**config.mk**
```make
export PLATFORM = sky130hd
export DESIGN_NAME = fm_diff_demod
export DESIGN_NICKNAME = d
export VERILOG_FILES = /design/src/rtl/fm_diff_demod.sv
export SDC_FILE = /design/constraint.sdc
export NUM_CORES = 1
export LEC_CHECK = 0
export CAP_MARGIN = 20
export CORE_MARGIN = 3
export CORE_UTILIZATION = 40
export CTS_CLUSTER_SIZE = 16
export DETAILED_ROUTE_END_ITERATION = 10
export MAX_ROUTING_LAYER = met4
export PLACE_DENSITY_LB_ADDON = 0.15
export SLEW_MARGIN = 30
export SYNTH_ARGS = -nofsm -noshare
export SYNTH_HDL_FRONTEND = slang
export SYNTH_SLANG_ARGS = --single-unit
export TNS_END_PERCENT = 10
```
**constraint.sdc**
```tcl
create_clock -name clk -period 5.3 [get_ports clk]
set_clock_uncertainty 0.1 [all_clocks]
set_input_delay 1.06 -clock clk [delete_from_list [all_inputs] [get_ports clk]]
set_output_delay 1.06 -clock clk [all_outputs]
set_load 0.05 [all_outputs]
```
**src/rtl/fm_diff_demod.sv**
```systemverilog
// Quadrature FM cross-product discriminator: d[n] = I[n-1]*Q[n] - Q[n-1]*I[n],
// plus a floor-rounded mean over blocks of 2^AVG_LOG2 discriminator outputs.
module fm_diff_demod #(
  parameter int unsigned IN_WIDTH = 8,
  parameter int unsigned AVG_LOG2 = 4
) (
  input  logic                       clk,
  input  logic                       reset,
  input  logic [IN_WIDTH-1:0]        i_in,
  input  logic [IN_WIDTH-1:0]        q_in,
  input  logic                       in_valid,
  output logic signed [2*IN_WIDTH:0] disc_out,
  output logic                       disc_valid,
  output logic signed [2*IN_WIDTH:0] avg_out,
  output logic                       avg_valid
);

  localparam int unsigned PW = 2 * IN_WIDTH;
  localparam int unsigned DW = 2 * IN_WIDTH + 1;
  localparam int unsigned AW = DW + AVG_LOG2;

  // ---------------------------------------------------------------------------
  // S0: offset-binary to two's complement, current/previous sample registers
  // ---------------------------------------------------------------------------
  logic signed [IN_WIDTH-1:0] in_i_s, in_q_s;
  logic signed [IN_WIDTH-1:0] cur_i_q, cur_q_q, prev_i_q, prev_q_q;
  logic                       have_prev_q;
  logic                       s0_valid_q;

  always_comb begin
    in_i_s = {~i_in[IN_WIDTH-1], i_in[IN_WIDTH-2:0]};
    in_q_s = {~q_in[IN_WIDTH-1], q_in[IN_WIDTH-2:0]};
  end

  always_ff @(posedge clk) begin
    if (reset) begin
      cur_i_q     <= '0;
      cur_q_q     <= '0;
      prev_i_q    <= '0;
      prev_q_q    <= '0;
      have_prev_q <= 1'b0;
      s0_valid_q  <= 1'b0;
    end else begin
      // A token launches only once a previous sample exists; gaps leave both held.
      s0_valid_q <= in_valid & have_prev_q;
      if (in_valid) begin
        prev_i_q    <= cur_i_q;
        prev_q_q    <= cur_q_q;
        cur_i_q     <= in_i_s;
        cur_q_q     <= in_q_s;
        have_prev_q <= 1'b1;
      end
    end
  end

  // ---------------------------------------------------------------------------
  // S1: cross products
  // ---------------------------------------------------------------------------
  logic signed [PW-1:0] p1_d, p2_d, p1_q, p2_q;
  logic                 s1_valid_q;

  always_comb begin
    p1_d = PW'(prev_i_q) * PW'(cur_q_q);
    p2_d = PW'(prev_q_q) * PW'(cur_i_q);
  end

  always_ff @(posedge clk) begin
    if (reset) begin
      p1_q       <= '0;
      p2_q       <= '0;
      s1_valid_q <= 1'b0;
    end else begin
      s1_valid_q <= s0_valid_q;
      if (s0_valid_q) begin
        p1_q <= p1_d;
        p2_q <= p2_d;
      end
    end
  end

  // ---------------------------------------------------------------------------
  // S2: difference; one extra bit makes the full product range fit without saturation
  // ---------------------------------------------------------------------------
  logic signed [DW-1:0] disc_d;

  always_comb begin
    disc_d = DW'(p1_q) - DW'(p2_q);
  end

  always_ff @(posedge clk) begin
    if (reset) begin
      disc_out   <= '0;
      disc_valid <= 1'b0;
    end else begin
      disc_valid <= s1_valid_q;
      if (s1_valid_q) begin
        disc_out <= disc_d;
      end
    end
  end

  // ---------------------------------------------------------------------------
  // Block averager
  // ---------------------------------------------------------------------------
  logic signed [AW-1:0]       acc_q, sum_d;
  logic        [AVG_LOG2-1:0] cnt_q;
  logic                       block_end;
  logic signed [DW-1:0]       avg_d;

  always_comb begin
    sum_d     = acc_q + AW'(disc_out);
    block_end = disc_valid & (&cnt_q);
    // Arithmetic shift gives floor rounding; the quotient always fits in DW bits.
    avg_d     = DW'(sum_d >>> AVG_LOG2);
  end

  always_ff @(posedge clk) begin
    if (reset) begin
      acc_q     <= '0;
      cnt_q     <= '0;
      avg_out   <= '0;
      avg_valid <= 1'b0;
    end else begin
      avg_valid <= block_end;
      if (block_end) begin
        avg_out <= avg_d;
        acc_q   <= '0;
        cnt_q   <= '0;
      end else if (disc_valid) begin
        acc_q <= sum_d;
        cnt_q <= cnt_q + AVG_LOG2'(1);
      end
    end
  end

endmodule

```
Word-level counts from Yosys, hierarchy flattened. Cells that the tools add are included.

Bits in registers: 128. Bits of input ports: 19.

Add/subtract/negate cells: 3. $mul: 2. Bitwise operators: 4. Reductions and logical operators: 2.

Operators with widths (count): $mul A8 B8 Y16 (2); $add A21 B17 Y21 (1); $sub A16 B16 Y17 (1); $add A4 B1 Y4 const B (1); $reduce_and A4 Y1 (1); $and A1 B1 Y1 (2); $not A1 Y1 (2); $reduce_or A2 Y1 (1).

Longest topological paths before layout. Gate-level depths: netlist of run 1.

Depth after elaboration: 3. Mapped depth: 18. Depth with buffers taken out: 17.

Worst setup path after synthesis of run 1. No wires, ideal clock.

Path type: flip-flop to flip-flop. From: register cur_q_q[4]. To: register p1_q[14]. Library setup time: 0.122 ns. Arrival: 4.525 ns. Slack: 0.553 ns. Stages on the path, launching flop included: 18. Buffers on the path: 1. Cells stage by stage: dfxtp_1 > clkbuf_1 > nand2_1 > fa_1 > fa_1 > inv_1 > ha_1 > inv_1 > fa_1 > inv_1 > fa_1 > a21o_1 > a21oi_1 > o21bai_1 > a31o_2 > a41oi_1 > mux2_2 > a311o_1.

Longest elaborated chain between the ends: 1.

RTL lines: start, declared (line 26) `logic signed [IN_WIDTH-1:0] cur_i_q, cur_q_q, prev_i_q, prev_q_q;`; start signal, assigned (line 50) `cur_q_q <= in_q_s;`; $mul A8 B8 Y16 (line 63) `p1_d = PW'(prev_i_q) * PW'(cur_q_q);`; end signal, assigned (line 75) `p1_q <= p1_d;`; end, declared (line 59) `logic signed [PW-1:0] p1_d, p2_d, p1_q, p2_q;`.

Every way passes these cells. A chain may end at the register's enable or synchronous reset.

Worst setup path after layout of run 1. Ends and elaborated chain as after synthesis.

==> flow_summary.ini, run 1 <==
[status]
status = finished clean

[floorplanning]
dieHeight_um = 173.9
dieArea_mm2 = 0.03023
fp.coreArea_mm2 = 0.02733
initial_utilization = 0.4125
num_rows = 60
die_w_um = 173.9
io_pins = 55

[layout]
postLayoutCellArea_mm2 = 0.01275
stdcell_count = 1695
drive_above_1_share = 0.04611
fillers = 2710
final_net_count = 1536
areaGrowthSynthToFinish_pct = 13.11
num_antenna_cells = 0

[global_routing]
grt_pass1_wl_mm = 43.82
grtUsageTotal = 0.1811
grt_pass1_vias = 8586
antenna_found_initial = 0
grt_max_degree = 60
overflow = 0

[power_and_ir_drop]
leakage_nw = 5.652
irDropWorstVdd_v = 0.0001642
pwr_density_cell_mw_per_mm2 = 207.0

[timing]
timing.setup.tns_ns = 0
tightest_slew_ns = 0.9808
fmax_ghz = 0.2011
final.setup.worst_slack_ns = 0.3281
period_minus_slack_ns = 4.972
period_share = 0.9381
setup_viol = 0
relSlewSlack = 0.3461
hold_violations = 0
rsz0062_at_grt = false
worst_hold_slack_ns = 0.3536
final_max_slew_viol_count = 0

[hold_path]
whs_path_depth = 2
worstHoldStart = avg_out[6]$_SDFFE_PP0P_
hold_path_class = reg -> reg
holdPathEnd = avg_out[6]$_SDFFE_PP0P_

[clocking]
clockRootBuffer = clkbuf_16
postCtsHoldBufs = 0
post-cts-setup-buffers = 0
tritoncts = done
cts_sinks = 128
cts_made_buffers = 17
clk_pin_slew_ns = 0.06
htree_num_levels = 4
clkLatencyLatePin_ns = 0.43
cts.path.max_buffers = 2

[drt]
viasPerCell = 5.005
vias = 8483
drc_errors = 0
routed_wl_mm = 25.49
ant_nets = 0
avgRoutedWirePerCell_um = 15.04
firstDrtPassIters = 5
first_iter_violations = 372

[setup_path]
rr_startpoint = cur_q_q[4]$_SDFFE_PP0P_
startpoint = cur_q_q[4]$_SDFFE_PP0P_
worstPathRequired_ns = 5.51
critical_path_class = reg -> reg
crit_fanout = 10
ff2ff_path_depth = 16
cp_cell_sequence = nand2_1 -> fa_1 -> fa_1 -> inv_1 -> ha_1 -> inv_1 -> fa_1 -> inv_1 -> fa_1 -> a21o_1 -> a21oi_1 -> o21bai_1 -> a31o_2 -> a41oi_1 -> mux2_2 -> a311o_1
ff2ff_setup_slack_ns = 0.33
end_kind = flip-flop
critical_path.max_stage_delay_ns = 0.55
cp-start-kind = flip-flop
cp.arrival_ns = 5.18
worstReg2RegEnd = p1_q[14]$_SDFFE_PP0P_
crit_top_cell = fa_1
path_delay_family = adder cells
crit_path_top_delay_cell = fa_1
crit_buf_inv = 3

[synthesis]
ys.warnings.count = 0
async_reset_ff_frac = 0
synth_top_flop_cell = dfxtp_1
synth.cell_area_mm2 = 0.01127
synth.top_cell.area_share = 0.2273
yosys-top-cells-area = dfxtp_1 (23%), fa_1 (20%), ha_1 (11%)
synthesis.nets = 1507
synth_top_area_cell = dfxtp_1
synthTopCellsByCount = inv_1 (189), dfxtp_1 (128), fa_1 (112), nor2_1 (112), ha_1 (95)
ys_types = 67
synth.avg_cell_area_um2 = 8.799
synth_seq_cells = 128
synthCells = 1281
synth_edf_count = 0
synth_seq_area_share = 0.2273
synth_most_common_cell = inv_1

[placement]
io_buffer_count = 54
dpl_worst_slack_ns = 0.3338
placed_area_mm2 = 0.01214
hpwlAfterDp_mm = 19.77
globalplace.congestion = 0.8705
dp.cells = 1663

[flow_run]
drv_cap = 0
worst max-delay path by stage:
stage / endpoint / slack, ns / depth (start not counted)
after floorplan: p1_q[14]$_SDFFE_PP0P_ / 0.55 / 17
after CTS: p1_q[14]$_SDFFE_PP0P_ / 0.30 / 16
final: p1_q[14]$_SDFFE_PP0P_ / 0.33 / 16
after global routing: p2_q[15]$_SDFFE_PP0P_ / 0.04 / 16
after global placement: p1_q[14]$_SDFFE_PP0P_ / 0.37 / 16
after detailed placement: p1_q[14]$_SDFFE_PP0P_ / 0.33 / 16
layout make-up:
type	instances	area, µm²	area share
clock buffers	18	429.2	0.03366
clock inverters	14	176.4	0.01384
inverters	191	716.9	0.05623
multi-input cells	908	7790	0.6110
flip-flops and latches	128	2564	0.2011
well taps	372	465.4	0.03651
repair buffers	64	608.1	0.04769
timing repair:
item / in CTS / in global routing
gates resized for setup: 0 / 1
endpoints found under the hold margin: 0 / 0
setup endpoints to repair: 0 / 1
power breakdown:
group / leakage, nW / switching [mW] / internal (mW)
Clock: 0.297 / 0.483 / 0.748
Sequential: 1.04 / 0.0395 / 0.984
Combinational: 4.32 / 0.222 / 0.163
cells in the final DEF (no fill, tap or decap), drive strengths merged, types with 6 or more instances in the layout:
master and instances:
a211oi 18, nand3 21, nor3 20, xor2 9, nor2 113, xnor2 38
nor4 6, nor2b 12, nor4b 7, o21ai 33, a21oi 54, mux2i 58
a31oi 11, and2 78, o21a 14, clkinv 7, clkdlybuf4s50 52, nand2b 11
fa 112, a21o 19, and3 8, buf 12, inv 194, clkbuf 18
ha 95, nand2 87, or3 6, dfxtp 128
logic make-up (layout without fill, tap and decap cells):
| group | after synthesis | after routing | synth area share |
|---|---|---|---|
| AND/OR/NAND/NOR | 392 | 392 | 0.1729 |
| adder cells (fa/ha/maj) | 207 | 207 | 0.3044 |
| buffers and inverters | 245 | 287 | 0.08158 |
| flip-flops | 128 | 128 | 0.2273 |
| AO/OA/AOI/OAI | 202 | 202 | 0.1238 |
| multiplexers | 60 | 60 | 0.05350 |
| XOR/XNOR | 47 | 47 | 0.03652 |
state kept, by name (all words and copies together), names as in the netlist, 8 cells and up:
| name | cells |
|---|---|
| cur_i_q | 8 |
| prev_i_q | 8 |
| p2_q | 16 |
| acc_q | 21 |
| p1_q | 16 |
| cur_q_q | 8 |
| disc_out | 17 |
| avg_out | 17 |
| prev_q_q | 8 |
worst min-delay path: cells and delay by family (launching register included):
family | cells | cell delay (ns)
DFF | 1 | 0.31
AOI/OAI and AO/OA | 1 | 0.05
and+or+nand+nor | 1 | 0.05
stage by stage:
step | total power [mW] | util
final | 2.639 | 0.4666
after global routing | 2.772 | 0.4666
after CTS | 2.666 | 0.4665
after detailed placement | 1.433 | 0.4444
after global placement | 1.429 | 0.4444
after floorplan | 1.326 | -
per-layer routing:
metal  up-vias  GRT usage  part of all wire
li1       4287          -                 -
met1      4078     0.2388              0.49
met2       103     0.2937              0.47
met3        15    0.03198             0.026
met4         0    0.03787             0.013
met5         -          -                 0
No activity file was read; power rests on OpenSTA's default activity.
==> run 2: changes to the inputs <==
--- a/config.mk
+++ b/config.mk
@@ -5,6 +5,7 @@
 export SDC_FILE = /design/constraint.sdc
 export NUM_CORES = 1
 export LEC_CHECK = 0
+export ABC_AREA = 0
 export CAP_MARGIN = 20
 export CORE_MARGIN = 3
 export CORE_UTILIZATION = 40
==> results of run 2 <==
The final DEF is identical to that of run 1; final timing and power are the same.
